--- src/rtl/sr_ctrl_pkg.sv ---
// Shared types and constants for the SR latch sequencer: FSM states, operation
// encoding, requester ids and the latch readback test.
package sr_ctrl_pkg;

  typedef enum logic [1:0] {
    IDLE   = 2'd0,
    PULSE  = 2'd1,
    SETTLE = 2'd2,
    CHECK  = 2'd3
  } state_e;

  localparam logic OP_SET   = 1'b1;
  localparam logic OP_RESET = 1'b0;

  localparam int unsigned ID_W = 1;
  localparam logic [ID_W-1:0] ID_REQ0 = 1'b0;
  localparam logic [ID_W-1:0] ID_REQ1 = 1'b1;

  // A healthy latch shows Q equal to the requested op and Qbar its complement.
  function automatic logic readback_ok(input logic q, input logic qbar, input logic op);
    return (q == op) && (qbar == ~op);
  endfunction

endpackage

--- src/rtl/rr_arb2.sv ---
// Two-way arbiter: a lone requester wins outright, contention goes to the
// requester named by the pointer, and the pointer follows each accepted grant.
module rr_arb2 (
  input  logic       clk,
  input  logic       rst,
  input  logic [1:0] req_i,
  input  logic       advance_i,
  output logic [1:0] grant_o
);

  logic ptr_q;
  logic ptr_d;

  // One-hot grant selection.
  always_comb begin
    grant_o = 2'b00;
    case (req_i)
      2'b01:   grant_o = 2'b01;
      2'b10:   grant_o = 2'b10;
      2'b11:   grant_o = ptr_q ? 2'b10 : 2'b01;
      default: grant_o = 2'b00;
    endcase
  end

  // The pointer moves only when the owner actually accepts a grant.
  always_comb begin
    ptr_d = ptr_q;
    if (advance_i && (grant_o != 2'b00)) begin
      ptr_d = grant_o[1];
    end else begin
      ptr_d = ptr_q;
    end
  end

  // Pointer register.
  always_ff @(posedge clk or posedge rst) begin
    if (rst) begin
      ptr_q <= 1'b0;
    end else begin
      ptr_q <= ptr_d;
    end
  end

endmodule

--- src/rtl/sr_latch_sequencer.sv ---
// Owns the S/R drive of one external SR latch: arbitrates two requesters, issues
// a fixed-width pulse, lets the latch settle and verifies the Q/Qbar readback.
module sr_latch_sequencer
  import sr_ctrl_pkg::*;
#(
  parameter int unsigned PULSE_CYCLES  = 2,
  parameter int unsigned SETTLE_CYCLES = 1,
  parameter int unsigned CNT_W         = 4
) (
  input  logic clk,
  input  logic rst,
  input  logic req0,
  input  logic op0,
  input  logic req1,
  input  logic op1,
  output logic ack0,
  output logic ack1,
  output logic err,
  output logic busy,
  output logic s_out,
  output logic r_out,
  input  logic q_in,
  input  logic qbar_in
);

  localparam logic [CNT_W-1:0] PULSE_LOAD  = CNT_W'(PULSE_CYCLES - 1);
  localparam logic [CNT_W-1:0] SETTLE_LOAD = CNT_W'(SETTLE_CYCLES - 1);
  localparam logic [CNT_W-1:0] CNT_ONE     = CNT_W'(1);

  state_e           state_q, state_d;
  logic [CNT_W-1:0] cnt_q, cnt_d;
  logic             op_q, op_d;
  logic [ID_W-1:0]  id_q, id_d;
  logic             s_q, s_d, r_q, r_d;
  logic             ack0_q, ack0_d, ack1_q, ack1_d, err_q, err_d;
  logic [1:0]       req_s, grant_s;

  // A requester still holding req during its own ack cycle is not served twice.
  assign req_s = {req1 & ~ack1_q, req0 & ~ack0_q};

  rr_arb2 u_arb (
    .clk       (clk),
    .rst       (rst),
    .req_i     (req_s),
    .advance_i (state_q == IDLE),
    .grant_o   (grant_s)
  );

  // Next-state, counter and output decode.
  always_comb begin
    state_d = state_q;
    cnt_d   = cnt_q;
    op_d    = op_q;
    id_d    = id_q;
    s_d     = s_q;
    r_d     = r_q;
    ack0_d  = 1'b0;
    ack1_d  = 1'b0;
    err_d   = 1'b0;
    case (state_q)
      IDLE: begin
        if (grant_s != 2'b00) begin
          id_d    = grant_s[1] ? ID_REQ1 : ID_REQ0;
          op_d    = grant_s[1] ? op1 : op0;
          cnt_d   = PULSE_LOAD;
          s_d     = (op_d == OP_SET);
          r_d     = (op_d == OP_RESET);
          state_d = PULSE;
        end else begin
          s_d = 1'b0;
          r_d = 1'b0;
        end
      end
      PULSE: begin
        if (cnt_q == '0) begin
          s_d     = 1'b0;
          r_d     = 1'b0;
          cnt_d   = SETTLE_LOAD;
          state_d = SETTLE;
        end else begin
          cnt_d = cnt_q - CNT_ONE;
        end
      end
      SETTLE: begin
        s_d = 1'b0;
        r_d = 1'b0;
        if (cnt_q == '0) begin
          state_d = CHECK;
        end else begin
          cnt_d = cnt_q - CNT_ONE;
        end
      end
      CHECK: begin
        s_d     = 1'b0;
        r_d     = 1'b0;
        err_d   = ~readback_ok(q_in, qbar_in, op_q);
        ack0_d  = (id_q == ID_REQ0);
        ack1_d  = (id_q == ID_REQ1);
        cnt_d   = '0;
        state_d = IDLE;
      end
      default: begin
        s_d     = 1'b0;
        r_d     = 1'b0;
        cnt_d   = '0;
        state_d = IDLE;
      end
    endcase
  end

  // State and registered outputs; reset drops S/R immediately.
  always_ff @(posedge clk or posedge rst) begin
    if (rst) begin
      state_q <= IDLE;
      cnt_q   <= '0;
      op_q    <= 1'b0;
      id_q    <= ID_REQ0;
      s_q     <= 1'b0;
      r_q     <= 1'b0;
      ack0_q  <= 1'b0;
      ack1_q  <= 1'b0;
      err_q   <= 1'b0;
    end else begin
      state_q <= state_d;
      cnt_q   <= cnt_d;
      op_q    <= op_d;
      id_q    <= id_d;
      s_q     <= s_d;
      r_q     <= r_d;
      ack0_q  <= ack0_d;
      ack1_q  <= ack1_d;
      err_q   <= err_d;
    end
  end

  assign s_out = s_q;
  assign r_out = r_q;
  assign ack0  = ack0_q;
  assign ack1  = ack1_q;
  assign err   = err_q;
  assign busy  = (state_q != IDLE);

endmodule

--- config.mk ---
export PLATFORM = sky130hd
export DESIGN_NAME = sr_latch_sequencer
export DESIGN_NICKNAME = d
export VERILOG_FILES = /design/src/rtl/sr_ctrl_pkg.sv /design/src/rtl/rr_arb2.sv /design/src/rtl/sr_latch_sequencer.sv
export SDC_FILE = /design/constraint.sdc
export NUM_CORES = 1
export LEC_CHECK = 0
export BUFFER_PORTS_ARGS = -buffer_cell sky130_fd_sc_hd__buf_4
export CAP_MARGIN = 0
export CORE_MARGIN = 2
export CORE_UTILIZATION = 56
export CTS_BUF_LIST = sky130_fd_sc_hd__clkbuf_8
export DETAILED_ROUTE_END_ITERATION = 7
export GPL_TIMING_DRIVEN = 0
export HOLD_SLACK_MARGIN = 0.03
export PLACE_DENSITY_LB_ADDON = 0.08
export SLEW_MARGIN = 20
export SYNTH_ARGS = -nofsm -noshare
export SYNTH_HDL_FRONTEND = slang
export SYNTH_HIERARCHICAL = 1
export SYNTH_SLANG_ARGS = --single-unit
--- constraint.sdc ---
create_clock -name clk -period 2.7 [get_ports clk]
set_clock_uncertainty 0.15 [all_clocks]
set_input_delay 0.54 -clock clk [delete_from_list [all_inputs] [get_ports clk]]
set_output_delay 0.54 -clock clk [all_outputs]
set_load 0.005 [all_outputs]
==> reports/results.ini <==
[run_status]
status=complete, no violations

[critical_path]
start_kind=register
end_kind=primary output
startpoint=state_q[0]
slowest_delay_ps=400
slowest_stage=dfrtp_1
reg2reg_setup_slack_ps=700
cp_cell_sequence=inv_1, ha_1, buf_4, inv_1, buf_4
critPathArrivalTime_ps=1340
rr_endpoint=state_q[1]
crit_end=busy
cp_max_fo=9
critPathBufInv=4
reg2reg_from=state_q[0]
crit_type=register to primary output
cp_num_cells=5
r2r_cells=6
cp.required_ps=2010
crit_family=buffers and inverters

[sta]
tns_ps=0
hold_viol=0
fin_crit_sh_pct=75.06
worstMarginPinSlew_ps=486.0
fin_crit_ps=2027
finalMaxSlewViolations=0
setup_ws_ps=673.3
finalSetupViolCount=0
slew-limit-headroom_pct=67.56
fmax_ghz=0.4934
grt_setup_unrepaired=false

[detailed_routing]
vias_per_cell=5.445
detail_route.first_pass.iterations=4
ant_nets=0
avgRoutedWirePerCell_um=13.08
drt_iter0_markers=8
drc=0
dr_total_vias=599
wl_um=1439

[logic_synthesis]
yosys.area.top_type_share_pct=45.16
ys_warn_count=6
synth_flop_cell=dfrtp_1
synthCells=77
synth-seq-cells=14
yosysTopAreaCell=dfrtp_1
netlist_area_sq_um=775.7
synthTopCellsByArea=dfrtp_1, ha_1, inv_1
synth_edf_count=0
ys_types=28
seq_area_frac_synth_pct=45.16
syn_nets=91
yosys-top-cells-count=dfrtp_1, inv_1, ha_1, nor2_1
synth.most_common_cell=dfrtp_1
avgSynthCellArea_sq_um=10.07
synthArstFlopShare_pct=100.0

[floorplanning]
start_util_pct=59.62
core_area_sq_mm=0.001301
ioPinCount=14
die_y_um=41.22
die-width_um=41.22
num_rows=13
die_area_sq_mm=0.001699

[clock_network]
postCtsSetupBuffers=0
tritoncts=built
cts_max_level=1
root_buffer=clkbuf_8
cts_resized=0
numCtsBuffers=3
clk_latency_ps=250
cts_max_path_buffers=2
clk_pin_slew_ps=60
cts_sinks=14
ctsHoldBuffers=1

[global_routing]
grt_pass1_vias=521
grt_max_degree=14
track_usage_pct=21.47
overflow=0
antenna_found_initial=0
grt_pass1_wl_um=2180

[hold_path]
hold_start=id_q
hold_class=register to register

[placement]
dpl.hpwl_um=1103
place.gp.congestion=0.7677
port_buffers=13
place_ws_ps=493.8

[power]
cellLeakagePower_nw=0.5100
p_per_area_mw_per_mm2=1217
peakVddDrop_mv=0.7915

[layout]
final_nets=110
fillers=102
area_delta_synth_final_pct=23.39
drive_gt1_share_pct=25.26
utilization_pct=73.56
n_antenna_cell=0

[run]
maxCapViolCount=0

## how the worst min path moves through the flow
| stage | end | cells after the start | slack (ps) |
|---|---|---|---|
| floorplan | u_arb/ptr_q | 1 | 120 |
| global placement | u_arb/ptr_q | 2 | 240 |
| detailed placement | u_arb/ptr_q | 2 | 250 |
| CTS | ack0 | 1 | 300 |
| global route | ack0 | 1 | 320 |
| finish | ack0 | 1 | 300 |
## cell type report
class                      instances  area, sq um  share of cell area, %
inverter                          10        37.54                  3.922
tap                               15        18.77                  1.961
sequential                        14        350.3                  36.60
multi-input combinational         52        380.4                  39.74
buffer                             1        7.507                 0.7843
timing repair buffer              14        107.6                  11.24
clock buffer                       4        55.05                  5.752
## cell usage in the layout, fill, tap and decap left out
master,n
clkbuf_8,4
mux2i_1,1
a21oi_1,5
buf_4,14
o211a_1,2
dlygate4sd3_1,1
o21bai_1,1
inv_1,10
nand2_1,5
mux2_2,2
or3b_1,1
and2_1,1
a211oi_1,1
a22o_2,1
o21ai_2,1
a32o_1,1
nor3_1,2
nor4_1,1
nor2b_1,4
a221oi_1,1
ha_1,6
o21ai_0,4
o21a_1,1
dfrtp_1,14
nor2_1,6
nor3b_1,1
a21o_1,1
mux2_4,1
or3b_4,1
a22o_1,1
## metal layers
| layer | up-vias | wire [um] | track usage (%) |
|---|---|---|---|
| li1 | 299 | - | - |
| met1 | 284 | 617 | 23.91 |
| met2 | 11 | 715 | 34.77 |
| met3 | 5 | 62 | 6.522 |
| met4 | 0 | 42 | 14.52 |
| met5 | - | 0 | 0 |
## metrics by stage
stage / std cells / total power [W] / hold slack, ps / instance area (sq um)
2_1_floorplan: 77 / 0.0008015 / 118.7 / 775.7
3_5_place_dp: 105 / 0.0009618 / 246.8 / 892.1
6_report: 110 / 0.001165 / 301.9 / 957.2
3_3_place_gp: 105 / 0.0009346 / 240.4 / 892.1
5_1_grt: 110 / 0.001271 / 324.9 / 957.2
4_1_cts: 110 / 0.001172 / 298.1 / 957.2
## registers in the layout, indices dropped and copies added, names as in the netlist
name	cells
err	1
id_q	1
cnt_q	4
s_out	1
op_q	1
ack0	1
r_out	1
u_arb/ptr_q	1
ack1	1
state_q	2
## logic make-up (layout without fill, tap and decap cells)
kind of cell | after synthesis | after routing | synth area share [%]
compound gates | 20 | 20 | 18.23
simple gates | 22 | 22 | 15.00
mux | 4 | 4 | 6.128
buf+inv | 11 | 29 | 5.807
fa+ha+maj | 6 | 6 | 9.677
flops | 14 | 14 | 45.16
## power by group
group          switching, W  internal [W]
Clock             0.0000757      0.000129
Sequential        0.0000740      0.000305
Combinational      0.000289      0.000292
No activity file was read; power rests on OpenSTA's default activity.
